[config.mk]
export PLATFORM = sky130hd
export DESIGN_NAME = dual_port_ram_flat
export DESIGN_NICKNAME = d
export VERILOG_FILES = /design/src/rtl/dual_port_ram_if.sv /design/src/rtl/dual_port_ram.sv /design/src/flat_wrapper.sv
export SDC_FILE = /design/constraint.sdc
export NUM_CORES = 1
export LEC_CHECK = 0
export ABC_AREA = 1
export ABC_CLOCK_PERIOD_IN_PS = 5950
export CAP_MARGIN = 10
export CORE_MARGIN = 8
export CORE_UTILIZATION = 45
export DETAILED_ROUTE_END_ITERATION = 6
export GPL_ROUTABILITY_DRIVEN = 1
export PLACE_DENSITY_LB_ADDON = 0.08
export SLEW_MARGIN = 20
export SYNTH_ARGS = -nofsm -noshare
export SYNTH_HDL_FRONTEND = slang
export SYNTH_SLANG_ARGS = --single-unit
[constraint.sdc]
create_clock -name clk -period 5.95 [get_ports clk]
set_clock_uncertainty 0.1 [all_clocks]
set_input_delay 0.8925 -clock clk [delete_from_list [all_inputs] [get_ports clk]]
set_output_delay 0.8925 -clock clk [all_outputs]
set_load 0.01 [all_outputs]
[src/rtl/dual_port_ram_if.sv]
// Bus bundle for the true dual-port RAM: two independent read/write ports
// plus the registered same-address write-collision flag.
interface dual_port_ram_if #(
    parameter int unsigned DATA_WIDTH = 8,
    parameter int unsigned ADDR_WIDTH = 4
);
    logic [DATA_WIDTH-1:0] din_a;
    logic [DATA_WIDTH-1:0] din_b;
    logic [ADDR_WIDTH-1:0] addr_a;
    logic [ADDR_WIDTH-1:0] addr_b;
    logic                  we_a;
    logic                  we_b;
    logic [DATA_WIDTH-1:0] dout_a;
    logic [DATA_WIDTH-1:0] dout_b;
    logic                  collision_detected;

    modport master (
        output din_a, din_b, addr_a, addr_b, we_a, we_b,
        input  dout_a, dout_b, collision_detected
    );

    modport slave (
        input  din_a, din_b, addr_a, addr_b, we_a, we_b,
        output dout_a, dout_b, collision_detected
    );
endinterface

[src/rtl/dual_port_ram.sv]
// True dual-port synchronous RAM on one clock. Same-port accesses are
// write-first, cross-port accesses are read-before-write, and port A wins
// a same-address double write.
module dual_port_ram #(
    parameter int unsigned DATA_WIDTH = 8,
    parameter int unsigned ADDR_WIDTH = 4
) (
    input  logic          clk,
    input  logic          rst,
    dual_port_ram_if.slave bus
);
    localparam int unsigned DEPTH = 1 << ADDR_WIDTH;

    logic [DATA_WIDTH-1:0] mem_q [DEPTH];

    logic [DATA_WIDTH-1:0] dout_a_q;
    logic [DATA_WIDTH-1:0] dout_a_d;
    logic [DATA_WIDTH-1:0] dout_b_q;
    logic [DATA_WIDTH-1:0] dout_b_d;
    logic                  collision_q;
    logic                  collision_d;
    logic                  wr_a_en;
    logic                  wr_b_en;

    // Next read data and write enables; B's write is dropped when A hits the same word.
    always_comb begin
        collision_d = 1'b0;
        wr_a_en     = 1'b0;
        wr_b_en     = 1'b0;
        dout_a_d    = mem_q[bus.addr_a];
        dout_b_d    = mem_q[bus.addr_b];

        collision_d = bus.we_a && bus.we_b && (bus.addr_a == bus.addr_b);
        wr_a_en     = bus.we_a;
        wr_b_en     = bus.we_b && !collision_d;

        if (bus.we_a) begin
            dout_a_d = bus.din_a;
        end
        if (bus.we_b) begin
            dout_b_d = collision_d ? bus.din_a : bus.din_b;
        end
    end

    // Storage and output registers; reset clears every word and blocks writes.
    always_ff @(posedge clk) begin
        if (rst) begin
            for (int i = 0; i < int'(DEPTH); i++) begin
                mem_q[i] <= '0;
            end
            dout_a_q    <= '0;
            dout_b_q    <= '0;
            collision_q <= 1'b0;
        end else begin
            if (wr_a_en) begin
                mem_q[bus.addr_a] <= bus.din_a;
            end
            if (wr_b_en) begin
                mem_q[bus.addr_b] <= bus.din_b;
            end
            dout_a_q    <= dout_a_d;
            dout_b_q    <= dout_b_d;
            collision_q <= collision_d;
        end
    end

    assign bus.dout_a             = dout_a_q;
    assign bus.dout_b             = dout_b_q;
    assign bus.collision_detected = collision_q;

endmodule

[src/flat_wrapper.sv]
// flat-port wrapper written by rule: the top's interface ports become plain ports
module dual_port_ram_flat 
#(
    parameter int unsigned DATA_WIDTH = 8,
    parameter int unsigned ADDR_WIDTH = 4
)
  (clk, rst, bus_din_a, bus_din_b, bus_addr_a, bus_addr_b, bus_we_a, bus_we_b, bus_dout_a, bus_dout_b, bus_collision_detected);
  dual_port_ram_if #(.DATA_WIDTH(DATA_WIDTH), .ADDR_WIDTH(ADDR_WIDTH)) bus_i ();
  input  logic clk;
  input  logic rst;
  input wire logic [$bits(bus_i.din_a)-1:0] bus_din_a;
  input wire logic [$bits(bus_i.din_b)-1:0] bus_din_b;
  input wire logic [$bits(bus_i.addr_a)-1:0] bus_addr_a;
  input wire logic [$bits(bus_i.addr_b)-1:0] bus_addr_b;
  input wire logic [$bits(bus_i.we_a)-1:0] bus_we_a;
  input wire logic [$bits(bus_i.we_b)-1:0] bus_we_b;
  output wire logic [$bits(bus_i.dout_a)-1:0] bus_dout_a;
  output wire logic [$bits(bus_i.dout_b)-1:0] bus_dout_b;
  output wire logic [$bits(bus_i.collision_detected)-1:0] bus_collision_detected;
  assign bus_i.din_a = bus_din_a;
  assign bus_i.din_b = bus_din_b;
  assign bus_i.addr_a = bus_addr_a;
  assign bus_i.addr_b = bus_addr_b;
  assign bus_i.we_a = bus_we_a;
  assign bus_i.we_b = bus_we_b;
  assign bus_dout_a = bus_i.dout_a;
  assign bus_dout_b = bus_i.dout_b;
  assign bus_collision_detected = bus_i.collision_detected;
  dual_port_ram #(.DATA_WIDTH(DATA_WIDTH), .ADDR_WIDTH(ADDR_WIDTH)) u_core (.clk(clk), .rst(rst), .bus(bus_i));
endmodule
; Yosys cells after proc, flatten, opt, wreduce, memory -nomap -nowiden
; Memories as Yosys holds them, arrays and structs flattened. A register that Yosys moved wholly into a read port is not among the register bits.
; Cells that the tools add are included.
; Widths: inputs -> output; s select.
[op_classes]
multipliers = 0
n_addsub = 0
n_eq_ne = 1
n_shift = 0
n_lt_le_gt_ge = 0
muxes = 16
reduce_logical = 6
n_bitwise = 0
n_div = 0
[op_table]
columns = cell, count
row1 = $mux 8, 4
row2 = $reduce_or 8->1, 2
row3 = $mux 1, 10
row4 = $mux 4, 2
row5 = $eq 4x4->1, 1
row6 = $logic_and 1x1->1, 3
row7 = $logic_not 1->1, 1
[word_totals]
latchBits = 0
register_bits = 9
in_bits = 28
word_cells = 26
rom_bits = 0
mem_count = 1
ramBits = 128
output_inout_bits = 17
[mem_list]
columns = name, words, word_bits, read_ports, rd_ports_with_merged_regs, write_ports, line_no
row1 = u_core.mem_q, 16, 8, 2, 1, 16, dual_port_ram.sv:14  ; logic [DATA_WIDTH-1:0] mem_q [DEPTH];

; Logic depth before layout (Yosys ltp)
[depth]
word_depth = 9
mapped_depth = 12
ltp_nobuf = 9

; Worst setup path after synthesis
; No wires, ideal clock.
[synth_timing]
path_type = in2reg
from = input bus_addr_a[2]
to = memory u_core.mem_q[12][0] (enable)
path_stages = 10
required_time_ns = 5.521
setup_ns = 0.329
path_slack_ns = 3.347
t_arrival_ns = 2.174
path_cell_list = clkbuf_2 > inv_1 > nand2_1 > nand2_1 > nor3_4 > nand2_4 > nand2_4 > nor2_4 > nand2_2 > nand3b_1
[synth_rtl]
columns = item, line_no
row1 = "start, declared", flat_wrapper.sv:13  ; input wire logic [$bits(bus_i.addr_a)-1:0] bus_addr_a;
row2 = "end, declared", dual_port_ram.sv:14

==> impl_metrics.ini <==
[clocking]
worstSkewPairLatency_ps = 430
htreeDepth = 4
hold_buffers = 0
post_cts_resized = 0
cts_buffer_depth = 2
clk_pin_slew_ps = 60
cts_made_buffers = 17
post_cts_buffers = 0
cts_tree = done
clock_sinks = 145
root_buffer = clkbuf_16

[route]
first_pass_iters = 6
drtIter0Drc = 1095
wl_per_cell_microns = 22.2
postRouteAntennaNets = 0
num_vias = 8279
wirelength_mm = 31.7
viasPerCell = 5.81
route.detailed.drc = 0

[sta]
finalHoldViolCount = 0
finalCritPeriodShare = 0.551
slew_headroom = 0.178
rsz0062_at_grt = no
period_needed_ps = 3280
setup_violations = 0
drv_slew = 0
fmax_ghz = 0.305
setup_slack_ps = 2670
fin_tns_setup_ps = 0
worst_pin_slew_ps = 1230

[final_layout]
fin_nets = 1206
layout_commonest_cell = nand2_1
drive_gt1_frac = 0.0680
fill_cells = 1830
stdcell_area_sq_um = 9770
antenna_cells = 0
final_cell_mix = 612 x nand2_1, 139 x o21ai_0, 128 x edfxtp_1, 45 x nor2_1, 42 x clkdlybuf4s50_1
area_delta_synth_final_pct = 13.3

[yosys]
synth.yosys.seq_area_share = 0.485
synth_area_sq_um = 8620
synth_nets = 1196
ys_warn_count = 0
synth_cell_types = 25
avgSynthCellArea_sq_um = 7.38
ys_ff_latch = 145
syn_inst = 1168

[worst_setup_path]
path_max_fanout = 27
path_cells = clkdlybuf4s50_1 > buf_4 > nor2_1 > nand2_2 > nand3b_1
worst_ep_required_time_ps = 5930
path_class = input pin to flip-flop
crit_slowest_cell = clkdlybuf4s50_1
end_kind = flip-flop
critPathLaunchType = input pin
max_stage_delay_ps = 710
cp.arrival_ps = 3260

[hold_path]
hold_class = flip-flop to flip-flop

[die]
core_sq_um = 18800
die-height_microns = 154
io_pins = 45
die_area_sq_um = 23900
die_x_microns = 154
start_util = 0.460
num_rows = 50

[power]
clkPwrFrac = 0.411
peakVddDrop_v = 0.000205
power_leakage_nw = 3.97
p_sw_frac = 0.279
pwr-share-seq = 0.453
p_int_w = 0.00195
power_w = 0.00270
pwr_density_cell_nw_per_um2 = 276
p_sw_w = 0.000755
power_frac_comb = 0.136

[grt]
track_usage = 0.269
grt_pass1_wl_mm = 47.7
antenna_found_initial = 0
grt-ovfl-total = 0
grt_max_degree = 66
first_global_vias = 7693

[placement]
post-place-ws_ps = 2290
dpl.hpwl_mm = 21.0
placed_area_sq_um = 9170
place.port_buffers = 44
gp_congestion = 0.957

[run]
max_cap_viol_count = 0

[run_status]
status = complete, no violations
## power by group through the flow
stage | sequential [W] | clock [W] | combinational [W]
2_1_floorplan | 0.00123 | 0 | 0.000216
3_3_place_gp | 0.00125 | 0 | 0.000360
3_5_place_dp | 0.00125 | 0 | 0.000359
4_1_cts | 0.00122 | 0.00111 | 0.000360
5_1_grt | 0.00123 | 0.00116 | 0.000401
6_report | 0.00122 | 0.00111 | 0.000367
## metrics by stage
stage,instances,hold WS [ps],utilization
2_1_floorplan,1168,541,-
3_3_place_gp,1393,658,0.489
3_5_place_dp,1393,658,0.489
4_1_cts,1425,669,0.521
5_1_grt,1425,739,0.521
6_report,1425,661,0.521
## layout make-up
type                    count  area, sq um  share of cell area
repair buffers             55          513              0.0525
well taps                 234          293              0.0300
inverters                  31          116              0.0119
multi-input cells         928         4060               0.416
flip-flops and latches    145         4180               0.428
clock buffers              17          425              0.0435
clock inverters            15          181              0.0186
## flip-flops by register name, indices dropped and copies added (netlist names)
register / flops
u_core.bus.dout_b: 8
u_core.bus.dout_a: 8
u_core.mem_q: 128
u_core.bus.collision_detected: 1
## metal layers
layer	routed length, microns	vias to the layer above	global-route usage	share of wire
met5	0	-	0	0
met4	1110	0	0.103	0.035
met3	3020	79	0.0541	0.095
met2	14600	465	0.430	0.46
met1	12900	3870	0.355	0.41
li1	-	3865	-	-
## cell usage after synthesis
cell type / number / share of area
inv_1: 28 / 0.012
clkbuf_1: 35 / 0.015
nor3_4: 1 / 0.0019
buf_6: 1 / 0.0013
nand2_2: 14 / 0.010
o21ai_1: 5 / 0.0029
nand4_1: 16 / 0.012
nand3_1: 18 / 0.010
nor2_4: 4 / 0.0052
nor2_1: 48 / 0.021
buf_2: 14 / 0.0081
nand2_1: 612 / 0.27
nor2_2: 9 / 0.0065
nand2_4: 4 / 0.0052
buf_4: 1 / 0.00087
clkinv_1: 1 / 0.00043
dfxtp_1: 17 / 0.039
o21ai_0: 139 / 0.081
buf_1: 12 / 0.0052
nand3b_1: 18 / 0.016
clkbuf_2: 1 / 0.00058
inv_2: 2 / 0.00087
a21oi_1: 8 / 0.0046
edfxtp_1: 128 / 0.45
a22oi_1: 32 / 0.028
## worst paths after layout
| kind | startpoint | endpoint | slack [ps] | depth (start not counted) |
|---|---|---|---|---|
| max | bus_addr_b[1] | u_core.mem_q[8][4] | 2670 | 5 |
| min | u_core.mem_q[2][4] | u_core.bus.dout_a[4] | 660 | 6 |
| max reg2reg | u_core.mem_q[8][4] | u_core.bus.dout_b[4] | 4530 | 8 |
| min reg2reg | u_core.mem_q[2][4] | u_core.bus.dout_a[4] | 660 | 6 |
## logic make-up after synthesis
| group | after synthesis | share of synthesized area |
|---|---|---|
| flops | 145 | 0.485 |
| compound gates | 184 | 0.116 |
| buf+inv | 95 | 0.0448 |
| simple gates | 744 | 0.354 |
## critical path: cells and delay by family
kind	cells	cell delay [ps]
AND/OR/NAND/NOR	3	1260
buffers and inverters	2	1100
No activity file was read; power rests on OpenSTA's default activity.
